--- src/rtl/reg_scoreboard_ctrl_pkg.sv ---
// Shared constants for the register-file write-port scoreboard.
package reg_scoreboard_ctrl_pkg;
    localparam int MIPS_AW   = 5;
    localparam int MIPS_NREG = 32;
    localparam int MIPS_CNTW = 16;

    localparam logic [4:0] REG_ZERO  = 5'd0;
    localparam logic       REGDST_RT = 1'b0;
    localparam logic       REGDST_RD = 1'b1;
endpackage

--- src/rtl/reg_scoreboard_ctrl_if.sv ---
// Issue/writeback bus between decode, writeback and the scoreboard.
interface reg_scoreboard_ctrl_if
    import reg_scoreboard_ctrl_pkg::*;
#(
    parameter int AW   = MIPS_AW,
    parameter int NREG = MIPS_NREG,
    parameter int CNTW = MIPS_CNTW
);
    logic            Flush;
    logic            IssueValid;
    logic [AW-1:0]   IssueRs;
    logic [AW-1:0]   IssueRt;
    logic [AW-1:0]   IssueRd;
    logic            IssueRegDst;
    logic            IssueRegWrite;
    logic            WbValid;
    logic [AW-1:0]   WbReg;
    logic            Stall;
    logic            RegDstSel;
    logic            IssueFire;
    logic [AW-1:0]   IssueDest;
    logic [NREG-1:0] Busy;
    logic [AW:0]     Outstanding;
    logic [CNTW-1:0] StallCount;
    logic            WbErr;

    modport master (
        output Flush, IssueValid, IssueRs, IssueRt, IssueRd, IssueRegDst,
               IssueRegWrite, WbValid, WbReg,
        input  Stall, RegDstSel, IssueFire, IssueDest, Busy, Outstanding,
               StallCount, WbErr
    );

    modport slave (
        input  Flush, IssueValid, IssueRs, IssueRt, IssueRd, IssueRegDst,
               IssueRegWrite, WbValid, WbReg,
        output Stall, RegDstSel, IssueFire, IssueDest, Busy, Outstanding,
               StallCount, WbErr
    );
endinterface

--- src/rtl/reg_scoreboard_ctrl_bits.sv ---
// Busy-bit vector: one set and one clear port per cycle, set wins on collision.
module scoreboard_bits #(
    parameter int NREG = 32,
    parameter int AW   = 5
) (
    input  logic            i_clk,
    input  logic            i_reset,
    input  logic            i_flush,
    input  logic            i_set,
    input  logic [AW-1:0]   i_set_idx,
    input  logic            i_clr,
    input  logic [AW-1:0]   i_clr_idx,
    output logic [NREG-1:0] o_busy
);
    logic [NREG-1:0] r_busy;
    logic [NREG-1:0] w_next;

    always_comb begin
        w_next = r_busy;
        if (i_clr) w_next[i_clr_idx] = 1'b0;
        if (i_set) w_next[i_set_idx] = 1'b1;
        w_next[0] = 1'b0;  // r0 is hardwired, never has a producer
    end

    always_ff @(posedge i_clk) begin
        if (i_reset || i_flush) r_busy <= '0;
        else                    r_busy <= w_next;
    end

    assign o_busy = r_busy;
endmodule

--- src/rtl/reg_scoreboard_ctrl.sv ---
// Issue-stage RAW/WAW scoreboard for the register-file write port, with
// RegDst mux select, stall statistics and writeback protocol error flag.
module reg_scoreboard_ctrl
    import reg_scoreboard_ctrl_pkg::*;
#(
    parameter int NREG = MIPS_NREG,
    parameter int AW   = MIPS_AW,
    parameter int CNTW = MIPS_CNTW
) (
    input  logic                 i_Clk,
    input  logic                 i_Reset,
    reg_scoreboard_ctrl_if.slave io
);
    logic [AW-1:0]   w_dest;
    logic            w_wr;
    logic            w_stall;
    logic            w_accept;
    logic            w_set;
    logic            w_clr;
    logic            w_inc;
    logic            w_dec;
    logic            w_wb_err;
    logic [NREG-1:0] w_busy;
    logic [NREG-1:0] w_wb_hot;
    logic [NREG-1:0] w_eb;

    logic            r_fire;
    logic            r_sel;
    logic            r_err;
    logic [AW-1:0]   r_dest;
    logic [AW:0]     r_out;
    logic [CNTW-1:0] r_cnt;

    // A writeback in the same cycle hides the busy bit from the hazard check.
    always_comb begin
        w_wb_hot = '0;
        if (io.WbValid) w_wb_hot[io.WbReg] = 1'b1;
        w_eb    = w_busy & ~w_wb_hot;
        w_eb[0] = 1'b0;
    end

    assign w_dest   = (io.IssueRegDst == REGDST_RD) ? io.IssueRd : io.IssueRt;
    assign w_wr     = io.IssueRegWrite && (w_dest != AW'(REG_ZERO));
    assign w_stall  = io.IssueValid &&
                      (w_eb[io.IssueRs] || w_eb[io.IssueRt] || (w_wr && w_eb[w_dest]));
    assign w_accept = io.IssueValid && !w_stall && !io.Flush;
    assign w_set    = w_accept && w_wr;
    assign w_clr    = io.WbValid && (io.WbReg != AW'(REG_ZERO)) && !io.Flush;
    assign w_wb_err = w_clr && !w_busy[io.WbReg];

    // Counter tracks the popcount exactly: a set onto a bit being cleared is net zero.
    assign w_inc = w_set && !w_busy[w_dest];
    assign w_dec = w_clr && w_busy[io.WbReg] && !(w_set && (w_dest == io.WbReg));

    scoreboard_bits #(
        .NREG (NREG),
        .AW   (AW)
    ) u_bits (
        .i_clk     (i_Clk),
        .i_reset   (i_Reset),
        .i_flush   (io.Flush),
        .i_set     (w_set),
        .i_set_idx (w_dest),
        .i_clr     (w_clr),
        .i_clr_idx (io.WbReg),
        .o_busy    (w_busy)
    );

    always_ff @(posedge i_Clk) begin
        if (i_Reset) begin
            r_fire <= 1'b0;
            r_sel  <= REGDST_RT;
            r_dest <= '0;
            r_out  <= '0;
            r_cnt  <= '0;
            r_err  <= 1'b0;
        end else begin
            r_fire <= w_accept;
            if (w_accept) begin
                r_dest <= w_wr ? w_dest : AW'(REG_ZERO);
                r_sel  <= io.IssueRegDst;
            end
            if (io.Flush) r_out <= '0;
            else          r_out <= r_out + (AW+1)'(w_inc) - (AW+1)'(w_dec);
            if (w_stall && (r_cnt != '1)) r_cnt <= r_cnt + 1'b1;
            if (w_wb_err) r_err <= 1'b1;
        end
    end

    assign io.Stall       = w_stall;
    assign io.RegDstSel   = r_sel;
    assign io.IssueFire   = r_fire;
    assign io.IssueDest   = r_dest;
    assign io.Busy        = w_busy;
    assign io.Outstanding = r_out;
    assign io.StallCount  = r_cnt;
    assign io.WbErr       = r_err;
endmodule

--- src/flat_wrapper.sv ---
// flat-port wrapper written by rule: the top's interface ports become plain ports
module reg_scoreboard_ctrl_flat import reg_scoreboard_ctrl_pkg::*;
#(
    parameter int NREG = MIPS_NREG,
    parameter int AW   = MIPS_AW,
    parameter int CNTW = MIPS_CNTW
)
  (i_Clk, i_Reset, io_Flush, io_IssueValid, io_IssueRs, io_IssueRt, io_IssueRd, io_IssueRegDst, io_IssueRegWrite, io_WbValid, io_WbReg, io_Stall, io_RegDstSel, io_IssueFire, io_IssueDest, io_Busy, io_Outstanding, io_StallCount, io_WbErr);
  reg_scoreboard_ctrl_if #(.AW(AW), .NREG(NREG), .CNTW(CNTW)) io_i ();
  input  logic i_Clk;
  input  logic i_Reset;
  input wire logic [$bits(io_i.Flush)-1:0] io_Flush;
  input wire logic [$bits(io_i.IssueValid)-1:0] io_IssueValid;
  input wire logic [$bits(io_i.IssueRs)-1:0] io_IssueRs;
  input wire logic [$bits(io_i.IssueRt)-1:0] io_IssueRt;
  input wire logic [$bits(io_i.IssueRd)-1:0] io_IssueRd;
  input wire logic [$bits(io_i.IssueRegDst)-1:0] io_IssueRegDst;
  input wire logic [$bits(io_i.IssueRegWrite)-1:0] io_IssueRegWrite;
  input wire logic [$bits(io_i.WbValid)-1:0] io_WbValid;
  input wire logic [$bits(io_i.WbReg)-1:0] io_WbReg;
  output wire logic [$bits(io_i.Stall)-1:0] io_Stall;
  output wire logic [$bits(io_i.RegDstSel)-1:0] io_RegDstSel;
  output wire logic [$bits(io_i.IssueFire)-1:0] io_IssueFire;
  output wire logic [$bits(io_i.IssueDest)-1:0] io_IssueDest;
  output wire logic [$bits(io_i.Busy)-1:0] io_Busy;
  output wire logic [$bits(io_i.Outstanding)-1:0] io_Outstanding;
  output wire logic [$bits(io_i.StallCount)-1:0] io_StallCount;
  output wire logic [$bits(io_i.WbErr)-1:0] io_WbErr;
  assign io_i.Flush = io_Flush;
  assign io_i.IssueValid = io_IssueValid;
  assign io_i.IssueRs = io_IssueRs;
  assign io_i.IssueRt = io_IssueRt;
  assign io_i.IssueRd = io_IssueRd;
  assign io_i.IssueRegDst = io_IssueRegDst;
  assign io_i.IssueRegWrite = io_IssueRegWrite;
  assign io_i.WbValid = io_WbValid;
  assign io_i.WbReg = io_WbReg;
  assign io_Stall = io_i.Stall;
  assign io_RegDstSel = io_i.RegDstSel;
  assign io_IssueFire = io_i.IssueFire;
  assign io_IssueDest = io_i.IssueDest;
  assign io_Busy = io_i.Busy;
  assign io_Outstanding = io_i.Outstanding;
  assign io_StallCount = io_i.StallCount;
  assign io_WbErr = io_i.WbErr;
  reg_scoreboard_ctrl #(.NREG(NREG), .AW(AW), .CNTW(CNTW)) u_core (.i_Clk(i_Clk), .i_Reset(i_Reset), .io(io_i));
endmodule
--- config.mk ---
export PLATFORM = sky130hd
export DESIGN_NAME = reg_scoreboard_ctrl_flat
export DESIGN_NICKNAME = d
export VERILOG_FILES = /design/src/rtl/reg_scoreboard_ctrl_pkg.sv /design/src/rtl/reg_scoreboard_ctrl_if.sv /design/src/rtl/reg_scoreboard_ctrl_bits.sv /design/src/rtl/reg_scoreboard_ctrl.sv /design/src/flat_wrapper.sv
export SDC_FILE = /design/constraint.sdc
export NUM_CORES = 1
export LEC_CHECK = 0
export CORE_MARGIN = 2
export CORE_UTILIZATION = 24
export CTS_BUF_LIST = sky130_fd_sc_hd__clkbuf_2 sky130_fd_sc_hd__clkbuf_4 sky130_fd_sc_hd__clkbuf_8
export CTS_CLUSTER_SIZE = 28
export DETAILED_ROUTE_END_ITERATION = 10
export GPL_ROUTABILITY_DRIVEN = 0
export PLACE_DENSITY = 0.46
export SYNTH_ARGS = -nofsm -noshare
export SYNTH_HDL_FRONTEND = slang
export SYNTH_SLANG_ARGS = --single-unit
--- constraint.sdc ---
create_clock -name i_Clk -period 10 [get_ports i_Clk]
set_input_delay 2 -clock i_Clk [delete_from_list [all_inputs] [get_ports i_Clk]]
set_output_delay 2 -clock i_Clk [all_outputs]
set_load 0.02 [all_outputs]
# Yosys cells after proc, flatten, opt, wreduce, memory -nomap -nowiden
# Cells that the tools add are included.
word_totals:
  register_bits: 62
  latch_bits: 0
  ram_bits: 0
  rom_bits: 0
  in_bits: 27
  output_inout_bits: 63
  wordCells: 70
  mem_count: 0
classes:
  addsub: 3
  multipliers: 0
  div_mod_pow: 0
  magnitude_cmp: 6
  eq_ne: 2
  shifts: 0
  n_mux: 19
  n_bitwise: 5
  reduce_logical: 27
ops:
  columns: ["cell", "count"]
  rows:
  - ["32-bit 2-to-1 mux", 3]
  - ["32-bit bitwise AND", 2]
  - ["32-bit NOT", 2]
  - ["32-bit OR", 1]
  - ["1-bit binary-select mux with 5-bit select", 5]
  - ["5-bit by 6-bit less-than comparator with 1-bit output (second input constant)", 4]
  - ["16-bit by 1-bit adder with 16-bit output (second input constant)", 1]
  - ["1-bit logical AND", 16]
  - ["16-bit inequality test (second input constant)", 1]
  - ["1-bit demux with 5-bit select", 2]
  - ["5-bit by 1-bit >= comparator with 1-bit output (second input constant)", 2]
  - ["5-bit 2-to-1 mux", 2]
  - ["5-bit nonzero test", 2]
  - ["1-bit 2-to-1 mux", 7]
  - ["6-bit by 1-bit adder with 6-bit output", 1]
  - ["6-bit by 1-bit subtractor with 6-bit output", 1]
  - ["5-bit == test", 1]
  - ["1-bit logical NOT", 5]
  - ["1-bit logical OR", 3]
  - ["2-bit OR reduction", 1]

# Logic depth before layout (Yosys ltp)
# Gate-level depths: netlist (run 1).
logic_depth:
  depth_word: 20
  ltp_mapped: 23

# Hierarchy
# Synthesis (run 1) repeated with hierarchy kept, for this count alone.
hier_totals:
  cells_unflattened: 591
  hier_area_um2: 5081.1
modules_own_cells:
  columns: ["mod", "instances", "cells_per_inst", "area_each_um2", "seq_area_each_um2"]
  rows:
  - ["reg_scoreboard_ctrl", 1, 461, 3753.6, 600.6]
  - ["scoreboard_bits", 1, 130, 1327.5, 620.6]

# Worst setup path after synthesis (run 1)
# Ideal clock, no wire load.
synth_path:
  path_type: "in2reg"
  start: "input io_WbReg[4]"
  end: "register u_core.r_out[4], in the netlist u_core.io.Outstanding[4]"
  setup_time_ns: 0.128
  arrival_time_ns: 5.985
  setup_slack_ns: 3.887
  cell_stages: 20
  n_path_buf: 3
  path_cell_list: "clkbuf_1 or4b_1 o21ai_1 a222oi_1 o22a_1 and4_1 or4_1 clkbuf_1 clkbuf_1 nor4_1 nor3b_1 ha_1 inv_1 ha_1 fa_1 a21oi_1 nor2_1 nor2_1 xor2_1 nor2_1"
synth_between:
  elab_chain_len: 20
synth_lines:
  columns: ["element", "line", "rtl"]
  rows:
  - ["start, declared", "flat_wrapper.sv:20", "input wire logic [$bits(io_i.WbReg)-1:0] io_WbReg;"]
  - ["branches (longest 19 deep; another with 5-bit by 6-bit less-than comparator with 1-bit output)", null, null]
  - ["6-bit by 1-bit subtractor with 6-bit output *", "reg_scoreboard_ctrl.sv:84", "else r_out <= r_out + (AW+1)'(w_inc) - (AW+1)'(w_dec);"]
  - ["end signal, assigned", "reg_scoreboard_ctrl.sv:84", null]
  - ["end, declared", "reg_scoreboard_ctrl.sv:31", "logic [AW:0] r_out;"]
# Mark *: on every way between the ends. The select of a mux whose other input is x is not followed.
# A chain may end at the register's enable or synchronous reset.

# Final worst setup path (run 1)
layout_path:
  start: "input io_WbReg[1]"
  end: "output io_Stall"
layout_between:
  elab_chain_len: 12
layout_lines:
  columns: ["element", "line", "rtl"]
  rows:
  - ["5-bit by 6-bit less-than comparator with 1-bit output (not written as such) / 5-bit by 1-bit >= comparator with 1-bit output (equally long branches)", "reg_scoreboard_ctrl.sv:37", "if (io.WbValid) w_wb_hot[io.WbReg] = 1'b1;"]
  - ["1-bit logical AND (not written as such)", "reg_scoreboard_ctrl.sv:37", null]
  - ["1-bit 2-to-1 mux (not written as such)", "reg_scoreboard_ctrl.sv:37", null]
  - ["1-bit demux with 5-bit select *", null, null]
  - ["32-bit 2-to-1 mux *", "reg_scoreboard_ctrl.sv:37", null]
  - ["32-bit NOT *", "reg_scoreboard_ctrl.sv:38", "w_eb = w_busy & ~w_wb_hot;"]
  - ["32-bit bitwise AND *", "reg_scoreboard_ctrl.sv:38", null]
  - ["1-bit binary-select mux with 5-bit select", "reg_scoreboard_ctrl.sv:45", "(w_eb[io.IssueRs] || w_eb[io.IssueRt] || (w_wr && w_eb[w_dest]));"]
  - ["1-bit 2-to-1 mux (not written as such)", "reg_scoreboard_ctrl.sv:45", null]
  - ["1-bit logical OR / 1-bit logical AND (equally long branches)", "reg_scoreboard_ctrl.sv:45", null]
  - ["1-bit logical OR *", "reg_scoreboard_ctrl.sv:45", null]
  - ["1-bit logical AND *", "reg_scoreboard_ctrl.sv:44", "assign w_stall = io.IssueValid &&"]
  - ["end, declared", "flat_wrapper.sv:21", "output wire logic [$bits(io_i.Stall)-1:0] io_Stall;"]
# Mark *: on every way between the ends. The rest lies on a longest branch, timed or not. The select of a mux whose other input is x is not followed.

==> results.json, run 1 <==
{
  "outcome": "finished clean",
  "ys.flop_type": "dfxtp_1",
  "grt_pass1_wl_um": 31200,
  "p_switching_w": 0.000184,
  "start_util_pct": 24.7,
  "ios": 90,
  "cp-startpoint": "io_WbReg[1]",
  "crit_fanout": 23,
  "synth_compound_area_share_pct": 26.6,
  "clk_pin_slew_ns": 0.07,
  "synth_area_leaders": "dfxtp_1, mux4_2, o21ai_0",
  "num-fill-cells": 2123,
  "numCtsBuffers": 9,
  "cp.required_ns": 8.00,
  "p_int_w": 0.000394,
  "cts.repair.resized": 0,
  "drive_above_1_share_pct": 9.28,
  "finalSetupViolCount": 0,
  "synthArstFlopShare_pct": 0,
  "finalCriticalPeriod_ns": 8.07,
  "synth-seq-cells": 61,
  "syn-instance-count": 600,
  "finalCritPeriodShare_pct": 80.7,
  "power.leakage_nw": 1.96,
  "relSlewSlack_pct": 34.5,
  "dp.cells": 917,
  "hold_viol": 0,
  "p_comb_share_pct": 21.7,
  "fin_cells": 933,
  "grt-ovfl-total": 0,
  "grt_max_degree": 38,
  "yosysTopAreaCell": "dfxtp_1",
  "vdd_ir_drop_max_uv": 46.2,
  "synthXorXnorAreaFrac_pct": 2.36,
  "yosys.area.top_type_share_pct": 25.3,
  "max-cap-violations": 0,
  "drt-total-wl_um": 20300,
  "area_growth_pct": 26.2,
  "rows": 51,
  "hold_buffers": 0,
  "final_cell_mix": "clkdlybuf4s50_1, dfxtp_1, nand2_1",
  "cp-start-kind": "input pin",
  "yosysWarnings": 0,
  "max_freq_mhz": 124,
  "clockBufferDepth": 2,
  "first_pass_iters": 5,
  "synthMuxAreaShare_pct": 13.2,
  "switching_share_pct": 31.9,
  "drt-initial-drc-count": 602,
  "synth_cell_types": 71,
  "rsz0062_at_grt": "no",
  "drt-wirelength-per-cell_um": 21.7,
  "hp-start": "u_core.io.WbErr$_SDFFE_PP0P_",
  "tightestPinTransition_ns": 0.981,
  "diodes": 0,
  "drtAntennaViolNets": 0,
  "ys_seq_area_share_pct": 25.3,
  "syn-cell-area_um2": 4830,
  "port_buffers": 88,
  "end_kind": "output pin",
  "clkPwrFrac_pct": 35.5,
  "final_common_cell": "clkdlybuf4s50_1",
  "dieArea_um2": 21300,
  "seqPwrFrac_pct": 42.8,
  "post_cts_buffers": 0,
  "path_class": "input pin to output pin",
  "postSynthAreaPerCell_um2": 8.06,
  "dp_hpwl_um": 15000,
  "insertion_delay_ns": 0.34,
  "synth_adder_area_share_pct": 2.23,
  "core-area_um2": 19600,
  "synth_edf_count": 0,
  "cts_tree": "built",
  "clockRootBuffer": "clkbuf_8",
  "fin_nets": 698,
  "gr-usage-all-layers_pct": 18.4,
  "cellPowerDensity_nw_per_um2": 94.9,
  "final-max-slew-violation-count": 0,
  "routed-via-count": 5421,
  "regArea_um2": 1220,
  "antenna_found_initial": 0,
  "r2r-start": "u_core.u_bits.o_busy[23]$_SDFF_PP0_",
  "finalSetupTns_ns": 0,
  "hp-class": "flop to flop",
  "htreeDepth": 3,
  "pre_cts_slack_ns": 2.03,
  "post_drt_via_cell_ratio": 5.81,
  "die_y_um": 146,
  "drcViolationCount": 0,
  "multiInputGateArea_um2": 3370,
  "clkSinkCount": 61,
  "layout_setup_ws_ns": 1.93,
  "crit_arrival_ns": 6.07,
  "synthSimpleGateAreaFrac_pct": 25.3,
  "grt_pass1_vias": 5234,
  "die_w_um": 146,
  "synth.net_count": 635,
  "synth_top_family_by_area": "compound AO/OA/AOI/OAI gates",
  "clock-skew-final_ns": 0.00962
}
==> registers in the layout, summed over array words and instances, names as in the netlist <==
| name | count |
|---|---|
| u_core.io.WbErr | 1 |
| u_core.u_bits.o_busy | 31 |
| u_core.io.StallCount | 16 |
| u_core.io.IssueFire | 1 |
| u_core.io.Outstanding | 6 |
| u_core.io.RegDstSel | 1 |
| u_core.io.IssueDest | 5 |
==> synth_stat cells (15+ instances only) <==
cell type  instances
o21ai_0           46
a21oi_1           26
nor3_1            16
nand3_1           36
dfxtp_1           61
o211ai_1          17
nand2_1           52
nor2b_1           20
mux4_2            15
clkbuf_1          30
inv_1             20
mux2_2            16
nor2_1            37
==> stage by stage <==
stage	hold WS [ns]	instance area, um2	utilization (%)	power, W
after CTS	0.501	6100	31.1	0.000583
after global placement	0.474	5920	30.2	0.000376
after detailed placement	0.483	5920	30.2	0.000376
final	0.490	6100	31.1	0.000579
after global routing	0.526	6100	31.1	0.000604
after floorplan	0.550	4830	-	0.000330
==> critical path: stages <==
cell	delay (ns)
clkdlybuf4s50_1	0.89
nand4bb_1	0.60
o21ai_0	0.63
mux2i_1	0.16
o311ai_1	0.29
o211a_1	0.24
nand4_1	0.18
nor2_1	0.38
nor2_1	0.12
clkdlybuf4s50_1	0.57
==> power groups by stage <==
stage	clock, W	combinational (W)	sequential [W]
floorplan	0	0.0000743	0.000256
global placement	0	0.000123	0.000253
detailed placement	0	0.000123	0.000253
CTS	0.000212	0.000124	0.000248
global route	0.000223	0.000133	0.000248
finish	0.000206	0.000125	0.000248
==> layout make-up <==
class                      instances  share of cell area, %
clock inverter                     4                  0.369
timing repair buffer              93                   15.1
sequential                        61                   20.0
inverter                          20                   1.23
multi-input combinational        478                   55.3
tap                              265                   5.44
clock buffer                      12                   2.61
==> kinds of logic (layout without fill, tap and decap cells) <==
| group | count (synthesis) | in the layout |
|---|---|---|
| DFF | 61 | 61 |
| buffers and inverters | 61 | 129 |
| adders and majority gates | 8 | 8 |
| other | 1 | 1 |
| AOI/OAI and AO/OA | 183 | 183 |
| and+or+nand+nor | 230 | 230 |
| xor gates and xnor gates | 13 | 13 |
| muxes | 43 | 43 |
==> final timing paths <==
kind              cells after the start                                  end  slack (ns)
setup / recovery                     10                             io_Stall        1.93
setup reg to reg                     17  u_core.io.Outstanding[5]$_SDFF_PP0_        5.43
hold / removal                        2         u_core.io.WbErr$_SDFFE_PP0P_        0.49
hold reg to reg                       2         u_core.io.WbErr$_SDFFE_PP0P_        0.49
==> per-layer routing <==
metal	global-route usage [%]	routed length [um]	vias up	share of wire (%)
met5	0	0	-	0
met4	6.91	613	0	3.0
met3	3.20	1700	46	8.4
met2	28.6	9320	294	46
met1	25.4	8650	2651	43
li1	-	-	2430	-
Note: power is estimated with default switching activity, not from simulation.
==> inputs of run 2 (changes only) <==
--- a/config.mk
+++ b/config.mk
@@ -11,7 +11,7 @@
 export CTS_CLUSTER_SIZE = 28
 export DETAILED_ROUTE_END_ITERATION = 10
 export GPL_ROUTABILITY_DRIVEN = 0
-export PLACE_DENSITY = 0.46
+export PLACE_DENSITY = 0.47
 export SYNTH_ARGS = -nofsm -noshare
 export SYNTH_HDL_FRONTEND = slang
 export SYNTH_SLANG_ARGS = --single-unit
==> constraint.sdc (replaced) <==
create_clock -name i_Clk -period 6.7 [get_ports i_Clk]
set_input_delay 1.34 -clock i_Clk [delete_from_list [all_inputs] [get_ports i_Clk]]
set_output_delay 1.34 -clock i_Clk [all_outputs]
set_load 0.02 [all_outputs]
==> run 2 against run 1 <==
Clock skew increased by 0.0024 ns. Largest cell class unchanged. Non-clock buffer count increased by 20. Wire length decreased by 1.1%. Power increased by 62%. First-iteration DRC count increased by 22%. Clock power increased by 80%. Core utilization increased by 0.95 points. Highest routed layer unchanged. Critical path depth increased by 1.
==> results.json, run 2 (synthesized netlist as in run 1, its figures left out) <==
{
  "diodes": 0,
  "cts_tree": "built",
  "final_common_cell": "clkdlybuf4s50_1",
  "crit_fanout": 10,
  "numCtsBuffers": 9,
  "core-area_um2": 19600,
  "clkPwrFrac_pct": 39.4,
  "finalSetupTns_ns": 0,
  "drcViolationCount": 0,
  "path_class": "input pin to output pin",
  "clkSinkCount": 61,
  "drt-wirelength-per-cell_um": 21.1,
  "path_cells": "clkdlybuf4s50_1, buf_4, nand2b_1, o21ai_0, mux4_2, or4b_1, o211a_1, nand4_1, nor2_1, nor2_1, clkdlybuf4s50_1",
  "cts.repair.resized": 0,
  "final_cell_mix": "clkdlybuf4s50_1, dfxtp_1, nand2_1",
  "clock-skew-final_ns": 0.0120,
  "p_switching_w": 0.000277,
  "drtAntennaViolNets": 0,
  "clk_pin_slew_ns": 0.07,
  "placed_area_um2": 6070,
  "die_y_um": 146,
  "post_drt_via_cell_ratio": 5.65,
  "p_int_w": 0.000662,
  "totalPowerFinal_w": 0.000939,
  "critPathSlowestCell": "clkdlybuf4s50_1",
  "cp.required_ns": 5.36,
  "cp-start-kind": "input pin",
  "rows": 51,
  "grt-ovfl-total": 0,
  "drt-initial-drc-count": 736,
  "ios": 90,
  "htreeDepth": 3,
  "finalCriticalPeriod_ns": 6.35,
  "tightestPinTransition_ns": 1.10,
  "rsz0062_at_grt": "no",
  "critical-path-max-stage-delay_ns": 0.64,
  "clockRootBuffer": "clkbuf_8",
  "insertion_delay_ns": 0.34,
  "fin_nets": 718,
  "max-cap-violations": 0,
  "clockBufferDepth": 2,
  "relSlewSlack_pct": 26.3,
  "start_util_pct": 24.7,
  "port_buffers": 88,
  "final-max-slew-violation-count": 0,
  "area_growth_pct": 30.1,
  "outcome": "finished clean",
  "gr-usage-all-layers_pct": 18.6,
  "post_cts_buffers": 0,
  "hold_buffers": 0,
  "hp-class": "flop to flop",
  "hold_viol": 0,
  "vdd_ir_drop_max_uv": 89.5,
  "cellPowerDensity_nw_per_um2": 149,
  "finalCritPeriodShare_pct": 94.8,
  "dieArea_um2": 21300,
  "grt_max_degree": 38,
  "max_freq_mhz": 157,
  "drt-total-wl_um": 20100,
  "drive_above_1_share_pct": 11.8,
  "seqPwrFrac_pct": 39.4,
  "p_comb_share_pct": 21.3,
  "power.leakage_nw": 2.07,
  "switching_share_pct": 29.5,
  "first_pass_iters": 6,
  "final_util_pct": 32.1,
  "finalSetupViolCount": 0,
  "dp_hpwl_um": 15300,
  "crit_arrival_ns": 5.01,
  "stdcell_area_um2": 6290,
  "end_kind": "output pin",
  "antenna_found_initial": 0,
  "grt_pass1_wl_um": 31300,
  "die_w_um": 146,
  "routed-via-count": 5381,
  "largest_reg_flops": 31,
  "grt_pass1_vias": 5339
}
run 2: cell count changes in the layout (fill, tap and decap cells not counted):
cell	change
buf_4	+20
bufinv_16	+2
clkbuf_8	-1
clkinv_2	-2
run 2: stage by stage:
stage	hold WS, ns	worst slack [ns]	instances
CTS	0.491	0.407	952
global placement	0.471	0.446	937
detailed placement	0.473	0.388	937
global route	0.539	0.191	952
floorplan	0.550	1.25	600
finish	0.484	0.350	952
run 2: per-layer routing:
| metal | part of all wire, % | vias up | wire length, um | track usage [%] |
|---|---|---|---|---|
| li1 | - | 2470 | - | - |
| met1 | 41 | 2553 | 8220 | 24.1 |
| met2 | 47 | 319 | 9510 | 30.0 |
| met3 | 9.3 | 39 | 1870 | 4.17 |
| met4 | 2.3 | 0 | 459 | 7.16 |
| met5 | 0 | - | 0 | 0 |
run 2: power groups by stage:
| stage | Sequential [W] | Combinational, W | Clock, W |
|---|---|---|---|
| after global routing | 0.000370 | 0.000215 | 0.000392 |
| final | 0.000370 | 0.000200 | 0.000370 |
| after floorplan | 0.000382 | 0.000111 | 0 |
| after CTS | 0.000370 | 0.000197 | 0.000378 |
| after detailed placement | 0.000378 | 0.000197 | 0 |
| after global placement | 0.000378 | 0.000197 | 0 |
run 2: worst max-delay path: cells and delay by family:
| family | cells | cell delay, ns |
|---|---|---|
| multiplexers | 1 | 0.51 |
| buffers and inverters | 3 | 1.45 |
| AND/OR/NAND/NOR | 5 | 1.26 |
| AO/OA/AOI/OAI | 2 | 0.43 |
run 2: worst paths after layout:
| check | from | end | slack (ns) | cells after the start |
|---|---|---|---|---|
| worst max-delay path | io_WbReg[2] | io_Stall | 0.35 | 11 |
| worst min-delay path | u_core.io.WbErr$_SDFFE_PP0P_ | u_core.io.WbErr$_SDFFE_PP0P_ | 0.48 | 2 |
| worst max register to register | u_core.u_bits.o_busy[20]$_SDFF_PP0_ | u_core.io.Outstanding[5]$_SDFF_PP0_ | 2.62 | 17 |
| worst min register to register | u_core.io.WbErr$_SDFFE_PP0P_ | u_core.io.WbErr$_SDFFE_PP0P_ | 0.48 | 2 |
run 2: area by class of cell:
class / count / area (um2)
fillers: 2042 / 13300
multi-input cells: 478 / 3370
flip-flops and latches: 61 / 1220
repair buffers: 113 / 1070
well taps: 265 / 332
clock buffers: 11 / 145
inverters: 20 / 75.1
clock inverters: 4 / 72.6
==> inputs of run 3 (changes only) <==
--- a/config.mk
+++ b/config.mk
@@ -12,6 +12,7 @@
 export DETAILED_ROUTE_END_ITERATION = 10
 export GPL_ROUTABILITY_DRIVEN = 0
 export PLACE_DENSITY = 0.47
+export SETUP_SLACK_MARGIN = 0.15
 export SYNTH_ARGS = -nofsm -noshare
 export SYNTH_HDL_FRONTEND = slang
 export SYNTH_SLANG_ARGS = --single-unit
==> results of run 3 <==
Final layout, timing and power as in run 2 (identical DEF).
